<file path="src/rtl/uart_rx_cfg.sv">
// Configurable UART receiver: synchronised, majority-voted line sampling with a
// valid/ready holding register and parity/framing/overrun reporting.
module uart_rx_cfg #(
    parameter int unsigned CLKS_PER_BIT = 217,
    parameter int unsigned DATA_BITS    = 8,
    parameter int unsigned PARITY       = 0,
    parameter int unsigned STOP_BITS    = 1
) (
    input  logic                 i_clock,
    input  logic                 i_reset_n,
    input  logic                 i_rx_uart,
    input  logic                 i_rx_ready,
    output logic                 o_rx_dv,
    output logic [DATA_BITS-1:0] o_rx_byte,
    output logic                 o_parity_err,
    output logic                 o_frame_err,
    output logic                 o_overrun,
    output logic                 o_busy
);

    localparam int unsigned CNT_W = $clog2(CLKS_PER_BIT + 1);
    localparam int unsigned IDX_W = $clog2(DATA_BITS + 1);
    localparam int unsigned HALF  = CLKS_PER_BIT / 2;

    typedef enum logic [2:0] {
        S_IDLE,
        S_START,
        S_DATA,
        S_PARITY,
        S_STOP
    } state_t;

    state_t               state, state_d;
    logic [1:0]           sync_q;
    logic [2:0]           hist;
    logic [CNT_W-1:0]     cnt, cnt_d;
    logic [IDX_W-1:0]     idx, idx_d;
    logic [DATA_BITS-1:0] shreg, shreg_d;
    logic                 perr, perr_d;
    logic                 ferr, ferr_d;
    logic                 armed, armed_d;
    logic                 dv_d, pe_d, fe_d, ov_d;
    logic [DATA_BITS-1:0] byte_d;
    logic                 line;
    logic                 maj;
    logic                 bit_end;
    logic                 deliver;
    logic                 ferr_now;

    assign line    = sync_q[1];
    assign maj     = (hist[0] & hist[1]) | (hist[0] & hist[2]) | (hist[1] & hist[2]);
    assign bit_end = (cnt == CNT_W'(CLKS_PER_BIT - 1));

    // Input synchroniser and 3-sample history, preset to idle-high
    always_ff @(posedge i_clock or negedge i_reset_n) begin
        if (!i_reset_n) begin
            sync_q <= 2'b11;
            hist   <= 3'b111;
        end else begin
            sync_q <= {sync_q[0], i_rx_uart};
            hist   <= {hist[1:0], sync_q[1]};
        end
    end

    // State, datapath and output holding register
    always_ff @(posedge i_clock or negedge i_reset_n) begin
        if (!i_reset_n) begin
            state        <= S_IDLE;
            cnt          <= '0;
            idx          <= '0;
            shreg        <= '0;
            perr         <= 1'b0;
            ferr         <= 1'b0;
            armed        <= 1'b0;
            o_rx_dv      <= 1'b0;
            o_rx_byte    <= '0;
            o_parity_err <= 1'b0;
            o_frame_err  <= 1'b0;
            o_overrun    <= 1'b0;
            o_busy       <= 1'b0;
        end else begin
            state        <= state_d;
            cnt          <= cnt_d;
            idx          <= idx_d;
            shreg        <= shreg_d;
            perr         <= perr_d;
            ferr         <= ferr_d;
            armed        <= armed_d;
            o_rx_dv      <= dv_d;
            o_rx_byte    <= byte_d;
            o_parity_err <= pe_d;
            o_frame_err  <= fe_d;
            o_overrun    <= ov_d;
            o_busy       <= (state_d != S_IDLE);
        end
    end

    // Next-state, bit decisions and delivery/handshake
    always_comb begin
        state_d  = state;
        cnt_d    = cnt;
        idx_d    = idx;
        shreg_d  = shreg;
        perr_d   = perr;
        ferr_d   = ferr;
        armed_d  = armed;
        dv_d     = o_rx_dv;
        byte_d   = o_rx_byte;
        pe_d     = o_parity_err;
        fe_d     = o_frame_err;
        ov_d     = 1'b0;
        deliver  = 1'b0;
        ferr_now = ferr;

        case (state)
            S_IDLE: begin
                cnt_d   = '0;
                armed_d = armed | line;
                // Only a high-to-low transition after a seen idle level starts a frame
                if (armed && !line) begin
                    state_d = S_START;
                    armed_d = 1'b0;
                end
            end
            S_START: begin
                if (cnt == CNT_W'(HALF)) begin
                    cnt_d = '0;
                    if (!maj) begin
                        state_d = S_DATA;
                        idx_d   = '0;
                        perr_d  = 1'b0;
                        ferr_d  = 1'b0;
                    end else begin
                        state_d = S_IDLE;
                    end
                end else begin
                    cnt_d = cnt + CNT_W'(1);
                end
            end
            S_DATA: begin
                if (bit_end) begin
                    cnt_d   = '0;
                    shreg_d = {maj, shreg[DATA_BITS-1:1]};
                    if (idx == IDX_W'(DATA_BITS - 1)) begin
                        idx_d   = '0;
                        state_d = (PARITY != 0) ? S_PARITY : S_STOP;
                    end else begin
                        idx_d = idx + IDX_W'(1);
                    end
                end else begin
                    cnt_d = cnt + CNT_W'(1);
                end
            end
            S_PARITY: begin
                if (bit_end) begin
                    cnt_d   = '0;
                    idx_d   = '0;
                    state_d = S_STOP;
                    perr_d  = (PARITY == 1) ? ~(^shreg ^ maj) : (^shreg ^ maj);
                end else begin
                    cnt_d = cnt + CNT_W'(1);
                end
            end
            S_STOP: begin
                if (bit_end) begin
                    cnt_d    = '0;
                    ferr_now = ferr | ~maj;
                    ferr_d   = ferr_now;
                    // Return to idle mid-stop-bit so the next start edge is caught promptly
                    if (idx == IDX_W'(STOP_BITS - 1)) begin
                        deliver = 1'b1;
                        idx_d   = '0;
                        state_d = S_IDLE;
                    end else begin
                        idx_d = idx + IDX_W'(1);
                    end
                end else begin
                    cnt_d = cnt + CNT_W'(1);
                end
            end
            default: state_d = S_IDLE;
        endcase

        if (deliver) begin
            if (!o_rx_dv || i_rx_ready) begin
                dv_d   = 1'b1;
                byte_d = shreg;
                pe_d   = perr;
                fe_d   = ferr_now;
            end else begin
                ov_d = 1'b1;
            end
        end else if (o_rx_dv && i_rx_ready) begin
            dv_d = 1'b0;
        end
    end

endmodule

</file>
<file path="config.mk">
export PLATFORM = sky130hd
export DESIGN_NAME = uart_rx_cfg
export DESIGN_NICKNAME = d
export VERILOG_FILES = /design/src/rtl/uart_rx_cfg.sv
export SDC_FILE = /design/constraint.sdc
export NUM_CORES = 1
export LEC_CHECK = 0
export CAP_MARGIN = 20
export CELL_PAD_IN_SITES_DETAIL_PLACEMENT = 1
export CELL_PAD_IN_SITES_GLOBAL_PLACEMENT = 1
export CORE_ASPECT_RATIO = 1.2
export CORE_MARGIN = 2
export CORE_UTILIZATION = 48
export CTS_BUF_LIST = sky130_fd_sc_hd__clkbuf_4
export DETAILED_ROUTE_END_ITERATION = 10
export PLACE_DENSITY = 0.93
export SYNTH_ARGS = -nofsm -noshare
export SYNTH_HDL_FRONTEND = slang
export SYNTH_SLANG_ARGS = --single-unit
</file>
<file path="constraint.sdc">
create_clock -name i_clock -period 2.61 [get_ports i_clock]
set_input_delay 0.783 -clock i_clock [delete_from_list [all_inputs] [get_ports i_clock]]
set_output_delay 0.783 -clock i_clock [all_outputs]
set_load 0.02 [all_outputs]
</file>
Word level (Yosys, flattened, before mapping)
Cells that the tools add are included.
- flip-flop bits (word level): 44
- output and inout bits: 13
- logic and storage cells: 96
- reduce and logical (&&, ||, !) cells: 21
- bitwise gates (word level): 9
- add/subtract/negate cells: 2
- equal/unequal tests: 13
- multiplexer cells: 36
- operator list (cell ; number):
    $mux W4 ; 7
    $pmux W8 S3 ; 1
    $mux W3 ; 7
    $mux W8 ; 2
    $pmux W4 S4 ; 1
    $pmux W3 S5 ; 1
    $mux W1 ; 14
    $ne A2 B2 Y1 const B ; 5
    $add A8 B1 Y8 const B ; 1
    $eq A8 B7 Y1 const B ; 1
    $eq A8 B8 Y1 const B ; 1
    $reduce_xor A8 Y1 ; 1
    $eq A3 B2 Y1 const B ; 2
    $reduce_and A2 Y1 ; 3
    $reduce_and A6 Y1 ; 1
    $reduce_bool A2 Y1 ; 3
    $reduce_bool A3 Y1 ; 2
    $add A4 B1 Y4 const B ; 1
    $eq A4 B3 Y1 const B ; 1
    $logic_not A4 Y1 ; 1
    $or A1 B1 Y1 ; 4
    $pmux W1 S2 ; 2
    $reduce_and A4 Y1 ; 1
    $reduce_bool A4 Y1 ; 1
    other kinds (13) ; 17

Depth between registers and ports, before layout
Gate-level depths: netlist of the first run.
- depth after elaboration: 7
- gate-level depth with buffers: 8
- depth with buffers taken out: 7

Worst setup path after synthesis of the first run
OpenSTA, ideal clock, no wires.
- path type: register to register
- start: reg cnt[0]
- end: reg idx[3]
- arrival: 1.865 ns
- clock period less this slack: 1.991 ns
- slack: 0.619 ns
- cell stages (with the launch flop): 8
- path through: dfrtp_1 -> inv_1 -> ha_1 -> or3b_1 -> or4_4 -> o21ai_4 -> a21boi_0 -> o21ai_0
- cells in the longest elaborated chain, start to end: 3
- elaborated cells between the ends (all ways): 7
- those cells by class: 6 x eq/ne; 1 x reduce/logical
- RTL lines (what ; RTL line ; RTL):
    start, declared ; 36 ; logic [CNT_W-1:0] cnt, cnt_d;
    start signal, assigned ; 83 ; cnt <= cnt_d;
    $eq A8 B7 Y1 or $eq A8 B8 Y1 (tied branches) ; 126, 52 ;
    $ne A2 B2 Y1 (no source line) ; n/a ;
    $reduce_and A6 Y1 (no source line) (*) ; n/a ;
    end signal, assigned ; 84 ; idx <= idx_d;
    end, declared ; 37 ; logic [IDX_W-1:0] idx, idx_d;
Every way passes the cells marked *; elsewhere a longest branch is shown, timed or not.
A chain may end at the register's enable or synchronous reset.

Worst setup path after layout of the first run
Ends and elaborated chain as after synthesis.

==> metrics, run 1 <==
Crit Path Category=reg -> reg; Yosys cell types=42; CP Max Fanout=8; clk_skew=0.0168 ns; Synth Area in Compound Gates=9.93%; post-synth top area share=around 47%; CORE AREA=between 0.004 and 0.005 mm²; initial antenna violation count=0; port buffer count=16; FF+latch count, synth=44; final setup fails=0; Slew headroom=49.5%; R2R depth=7; area of placed instances=0.00230 mm²; DR iter-0 viols=roughly 60; simple-gate area share of the yosys netlist=14.5%; gr ovfl total=0; Layout Cells excl Fill=259; largest family of logic cells by synthesized area=simple AND/OR/NAND/NOR gates; Sink Count=44; Max stage delay cell, worst path=or4_4; nets=210; Chip Width=63.9 µm; startpoint types=flop; first-pass iteration count of the detailed router=4; vias per inst=5.56; Synthesized Nets=189; synthesized area=0.00207 mm²; Critical R2R Capture=idx[3]; register area share after synthesis=53.6%; postcts setup bufs=0; Avg WL per Cell=16.9 µm; Hold Slack=0.366 ns; design area=0.00236 mm²; ys flop type=dfrtp_1; Worst path max stage delay=0.54 ns; Post-Synth XOR/XNOR Area=between 4 and 5%; Residual DRC=0; Max Fclk=0.442 GHz; Clock Tree Buf Depth=2; largest net degree at the start of global routing=between 40 and 50; MaxCap Viol Count=0; largest area contributor in the netlist=dfrtp_1; cts bufs inserted=5; outcome=finished, final reports clean; clock transition at the registers of the reported paths=0.14 ns; worst hold path type=in -> async; CP endpoint kind=flop; initial core utilization=49.2%; clock root buffer=clkbuf_4; number of flops mapped to enable cells by yosys=0; CP Cell Sequence=inv_1 -> ha_1 -> or3b_1 -> or4_4 -> o21ai_4 -> a21boi_0 -> o21ai_0; Power Density=about 600 mW/mm²; Max VDD drop=roughly 0.33 mV; asr flop ratio synth=100%; GR Util All Layers=between 20% and 30%; die area=0.00485 mm²; layout cell share with drive strength beyond 1=20.2%; hpwl dp=about 3200 µm; Final ANT Viol Nets=0; Syn Area/Cell=around 11 µm²; number of global-route vias before repair=~1600; Clk Latency, worst-skew pair=0.37 ns; WP data arrival=around 2.5 ns; placed insts=between 200 and 300; post-cts sizing count=0; mux cell area share after synthesis=10.8%; FF-to-FF setup slack=0.35 ns; final setup TNS=0 ns; Ports=17; P_leak=between 1 and 1.5 nW; final hold vios=0; first-pass GRT wire length=~7500 µm; hold_buf cts=0; Ys Warns=0; top cells by area, synth=dfrtp_1 47%, mux2_2 9.8%, dfstp_2 6.4%, xnor2_1 3.8%, o21ai_0 3.1%; Adder-Cell Fraction of Synth Area=roughly 2.9%; Site Rows=26; Worst-Margin Slew=0.750 ns; Die Y=75.9 µm; fin. max-slew vios=0; H-tree depth=2; Area Overhead vs Synth=14.1%; Via Count=between 1000 and 1500; antenna cell count=0; CTS tree=done; Tmin final=2.26 ns; RSZ-0062 raised after global routing=false; final wirelength=4380 µm; crit share post-route=86.6%; GPL Wtd Cong=0.789; synthesized instance count=181; RR Startpoint=cnt[0]; CP Data Required Time=2.85 ns
==> synth_stat cells (all sizes together), types with 3 or more instances <==
cell type   n
nand3       8
a21oi       8
nor3        3
nand2b      3
inv         9
dfrtp      39
buf         5
nor2        9
o21ai      14
nand4b      3
xnor2       9
dfstp       5
nand2      11
mux2       18
ha          4
==> logic make-up (layout without fill, tap and decap cells) <==
| logic type | count (synthesis) | count (layout) |
|---|---|---|
| adders and majority gates | 5 | 5 |
| buffers and inverters | 16 | 38 |
| and+or+nand+nor | 52 | 52 |
| AOI/OAI and AO/OA | 33 | 33 |
| xor gates and xnor gates | 11 | 11 |
| DFF | 44 | 44 |
| muxes | 20 | 20 |
==> stage by stage <==
| stage | total power, mW | utilization [%] | worst slack, ns |
|---|---|---|---|
| after floorplan | 1.01 | - | 0.619 |
| after global placement | 1.07 | 54.8 | 0.504 |
| after CTS | 1.43 | 56.2 | 0.352 |
| final | 1.42 | 56.2 | 0.349 |
| after global routing | 1.50 | 56.2 | 0.235 |
| after detailed placement | 1.10 | 54.8 | 0.363 |
==> sequential cells by signal (all words and copies together), names as in the netlist, 2 cells and up <==
signal,count
shreg,8
hist,3
idx,4
o_rx_byte,8
sync_q,2
cnt,8
state,3
==> cell type report <==
cell class | instances | area (µm²)
Clock buffer | 6 | 45.0
Clock inverter | 2 | 12.5
Fill cell | 448 | 1840
Inverter | 9 | 33.8
Multi-Input combinational cell | 121 | 883
Sequential cell | 44 | 1110
Tap cell | 56 | 70.1
Timing Repair Buffer | 21 | 205
==> worst max-delay path: cells and delay by family, from the launching register on <==
kind,cells,cell delay (ns)
buffers and inverters,1,0.12
adder cells (fa/ha/maj),1,0.19
AO/OA/AOI/OAI,3,0.48
flip-flops,1,0.43
AND/OR/NAND/NOR,2,0.94
==> routing by layer <==
layer	GRT usage, %	wire, µm	part of all wire [%]	vias to the layer above
met4	9.18	97	2.2	0
li1	-	-	-	681
met3	3.99	85	1.9	8
met1	24.0	1910	44	735
met5	0	0	0	-
met2	37.3	2290	52	17
==> power breakdown <==
part	switching, mW	internal (mW)
Combinational	0.138	0.116
Clock	0.224	0.115
Sequential	0.0854	0.745
==> how the worst max path moves through the flow <==
stage | startpoint | end | slack (ns) | cells past startpoint
final | cnt[0] | idx[3] | 0.35 | 7
after global routing | cnt[0] | cnt[2] | 0.24 | 7
after CTS | cnt[0] | idx[3] | 0.35 | 7
after detailed placement | cnt[0] | idx[3] | 0.36 | 7
after global placement | i_rx_ready | o_rx_byte[7] | 0.50 | 5
after floorplan | cnt[0] | idx[3] | 0.62 | 7
==> cells in the final DEF, fill, tap and decap left out, types with 2 or more instances in the layout <==
master	instances
inv_1	9
o31ai_1	2
clkbuf_4	6
o21ai_0	13
dfrtp_1	39
nand2_1	11
nand4b_1	3
nor2b_1	2
nor3_1	2
nand3_1	8
nand2b_1	3
nor2_1	9
a22o_1	2
xnor2_1	9
nor4_1	2
or3_1	2
ha_1	4
a31oi_1	2
a21oi_1	8
and3_1	2
xor2_1	2
or3b_1	2
buf_4	4
clkdlybuf4s50_1	15
mux2_2	18
o21a_1	2
mux2i_1	2
dfstp_2	5
Power figures use the tool's default switching activity.
==> run 2, diff against run 1 <==
--- a/config.mk
+++ b/config.mk
@@ -5,14 +5,16 @@
 export SDC_FILE = /design/constraint.sdc
 export NUM_CORES = 1
 export LEC_CHECK = 0
+export ABC_AREA = 1
 export CAP_MARGIN = 20
 export CELL_PAD_IN_SITES_DETAIL_PLACEMENT = 1
 export CELL_PAD_IN_SITES_GLOBAL_PLACEMENT = 1
 export CORE_ASPECT_RATIO = 1.2
 export CORE_MARGIN = 2
-export CORE_UTILIZATION = 48
+export CORE_UTILIZATION = 45
 export CTS_BUF_LIST = sky130_fd_sc_hd__clkbuf_4
 export DETAILED_ROUTE_END_ITERATION = 10
+export GPL_TIMING_DRIVEN = 1
 export PLACE_DENSITY = 0.93
 export SYNTH_ARGS = -nofsm -noshare
 export SYNTH_HDL_FRONTEND = slang
==> run 2 against run 1 <==
Compared with the run above:
- combinational power rose by 28%
- synthesized cell count rose by 56%
- cell count rose by 42%
- sequential cell count did not move
- routed wire length rose by 13%
- cell area rose by 9.4%
- critical path depth fell by 6
- die area rose by 17%
- clock-buffer cell count did not move
- core utilization fell by 4.0 points
- critical path type is now reg -> out
==> metrics, run 2 <==
outcome=finished, final reports clean; nets=314; Adder-Cell Fraction of Synth Area=2.18%; clock transition at the registers of the reported paths=around 0.14 ns; Ys Warns=0; CP top delay family=buffers and inverters; CP Data Required Time=1.83 ns; CP Cell Sequence=clkdlybuf4s50_1; commonest non-fill, non-tap cell in the layout=nand2_1; Crit Path Category=reg -> out; final hold vios=0; cts bufs inserted=5; Ports=17; final wirelength=approximately 5000 µm; GRT met2 Usage=~37%; post-synth top area share=42.5%; Avg WL per Cell=13.4 µm; clk_skew=0.0261 ns; worst hold path type=in -> async; WP data arrival=~1.4 ns; ys flop type=dfrtp_1; Slew headroom=69.6%; simple-gate area share of the yosys netlist=27.6%; Worst-Margin Slew=0.455 ns; Synth Area in Compound Gates=between 10% and 20%; Clock Tree Buf Depth=2; Final ANT Viol Nets=0; port buffer count=16; number of flops mapped to enable cells by yosys=0; Chip Width=69.2 µm; GPL Wtd Cong=0.844; layout cell share with drive strength beyond 1=between 10 and 15%; clock root buffer=clkbuf_4; asr flop ratio synth=100%; GR Util All Layers=19.4%; largest net degree at the start of global routing=24; antenna cell count=0; startpoint types=flop; FF+latch count, synth=44; post-cts sizing count=0; biggest regs=cnt: 8 flops, o_rx_byte: 8 flops, shreg: 8 flops; RSZ-0062 raised after global routing=false; CORE AREA=0.00494 mm²; P_leak=1.25 nW; register area=0.00111 mm²; Tmin final=2.18 ns; Max stage delay cell, worst path=clkdlybuf4s50_1; most common cell in the netlist=nand2_1; synthesized instance count=283; Worst path max stage delay=0.62 ns; hold_buf cts=0; Layout Cells excl Fill=about 370; Max VDD drop=0.361 mV; final setup fails=0; register area share after synthesis=48.2%; synthesized area=roughly 0.0023 mm²; Sink Count=44; Clk Latency, worst-skew pair=~0.36 ns; Die Y=between 80 and 90 µm; crit share post-route=83.5%; initial core utilization=46.5%; # fillers=628; CTS tree=done; M1 GR Usage=22.2%; H-tree depth=2; gr ovfl total=0; Post-Synth XOR/XNOR Area=approximately 3.1%; number of global-route vias before repair=1960; DR iter-0 viols=47; largest area contributor in the netlist=dfrtp_1; Via Count=1851; mux cell area share after synthesis=0%; Residual DRC=0; initial antenna violation count=0; final core utilization=52.2%; Power Density=570 mW/mm²; die area=between 0.005 and 0.006 mm²; Synthesized Nets=between 200 and 300; postcts setup bufs=0; Buf/Inv on CP=1; fin. max-slew vios=0; CP endpoint kind=primary output; most frequent cells in the layout=93 x nand2_1, 39 x inv_1, 39 x dfrtp_1; top cells by area, synth=dfrtp_1 43%, nand2_1 15%, inv_1 6.4%, dfstp_2 5.7%, nand3_1 3.7%; Yosys cell types=29; largest family of logic cells by synthesized area=simple AND/OR/NAND/NOR gates; gr busiest metal=met2; first-pass iteration count of the detailed router=4; synth cell count leaders=93 x nand2_1, 39 x dfrtp_1, 39 x inv_1; first-pass GRT wire length=8810 µm; CP Max Fanout=2; hpwl dp=between 3000 and 4000 µm; met3 Use GR=3.76%; vias per inst=a little over 5; Area Overhead vs Synth=12.3%; Syn Area/Cell=8.11 µm²; Site Rows=28; placed insts=359; Multi-input gate area=approximately 990 µm²; Max Fclk=0.459 GHz; final setup TNS=0 ns; MaxCap Viol Count=0
[run 2: cell types whose count changed in the layout (fill, tap and decap cells not counted), sizes merged, moves of 10 or more]
cell | before | now
nor2 | 9 | 24
o21ai | 14 | 24
mux2 | 18 | 0
nand2 | 11 | 96
nand3 | 8 | 18
inv | 9 | 45
[run 2: worst paths after layout]
check                                     to        start  depth (start not counted)  slack, ns
worst max-delay path             o_frame_err  o_frame_err                          1       0.43
worst min-delay path            o_rx_byte[1]    i_reset_n                          1       0.18
worst max register to register          perr       cnt[0]                         10       0.90
worst min register to register       hist[0]    sync_q[1]                          0       0.36
max in group asynchronous          sync_q[1]    i_reset_n                          2       1.85
min in group i_clock                 hist[0]    sync_q[1]                          0       0.36
[run 2: cell type report]
class                   count  area share, %
flip-flops and latches     44           42.9
repair buffers             18           6.60
inverters                  45           6.84
clock buffers               6           1.75
multi-input cells         192           38.5
well taps                  60           2.91
clock inverters             2          0.485
[run 2: metrics by stage]
step / area (µm²) / worst slack (ns) / hold slack [ns] / total power [mW]
floorplan: 2300 / 1.09 / 0.345 / 1.05
global placement: 2520 / 0.720 / 0.346 / 1.13
detailed placement: 2520 / 0.648 / 0.350 / 1.15
CTS: 2580 / 0.417 / 0.172 / 1.49
global route: 2580 / 0.382 / 0.164 / 1.57
finish: 2580 / 0.431 / 0.183 / 1.47
[run 2: cells by family after synthesis]
logic type,count (synthesis)
and+or+nand+nor,143
xor gates and xnor gates,8
adders and majority gates,4
DFF,44
AOI/OAI and AO/OA,37
buffers and inverters,47
[run 2: metal layers]
layer	vias up	part of all wire, %
li1	929	-
met1	897	43
met2	20	53
met3	5	2.2
met4	0	1.5
met5	-	0
[run 2: power breakdown]
part,internal (mW),switching (mW),total (mW)
Combinational,0.130,0.194,0.324
Sequential,0.750,0.0618,0.811
Clock,0.115,0.220,0.335
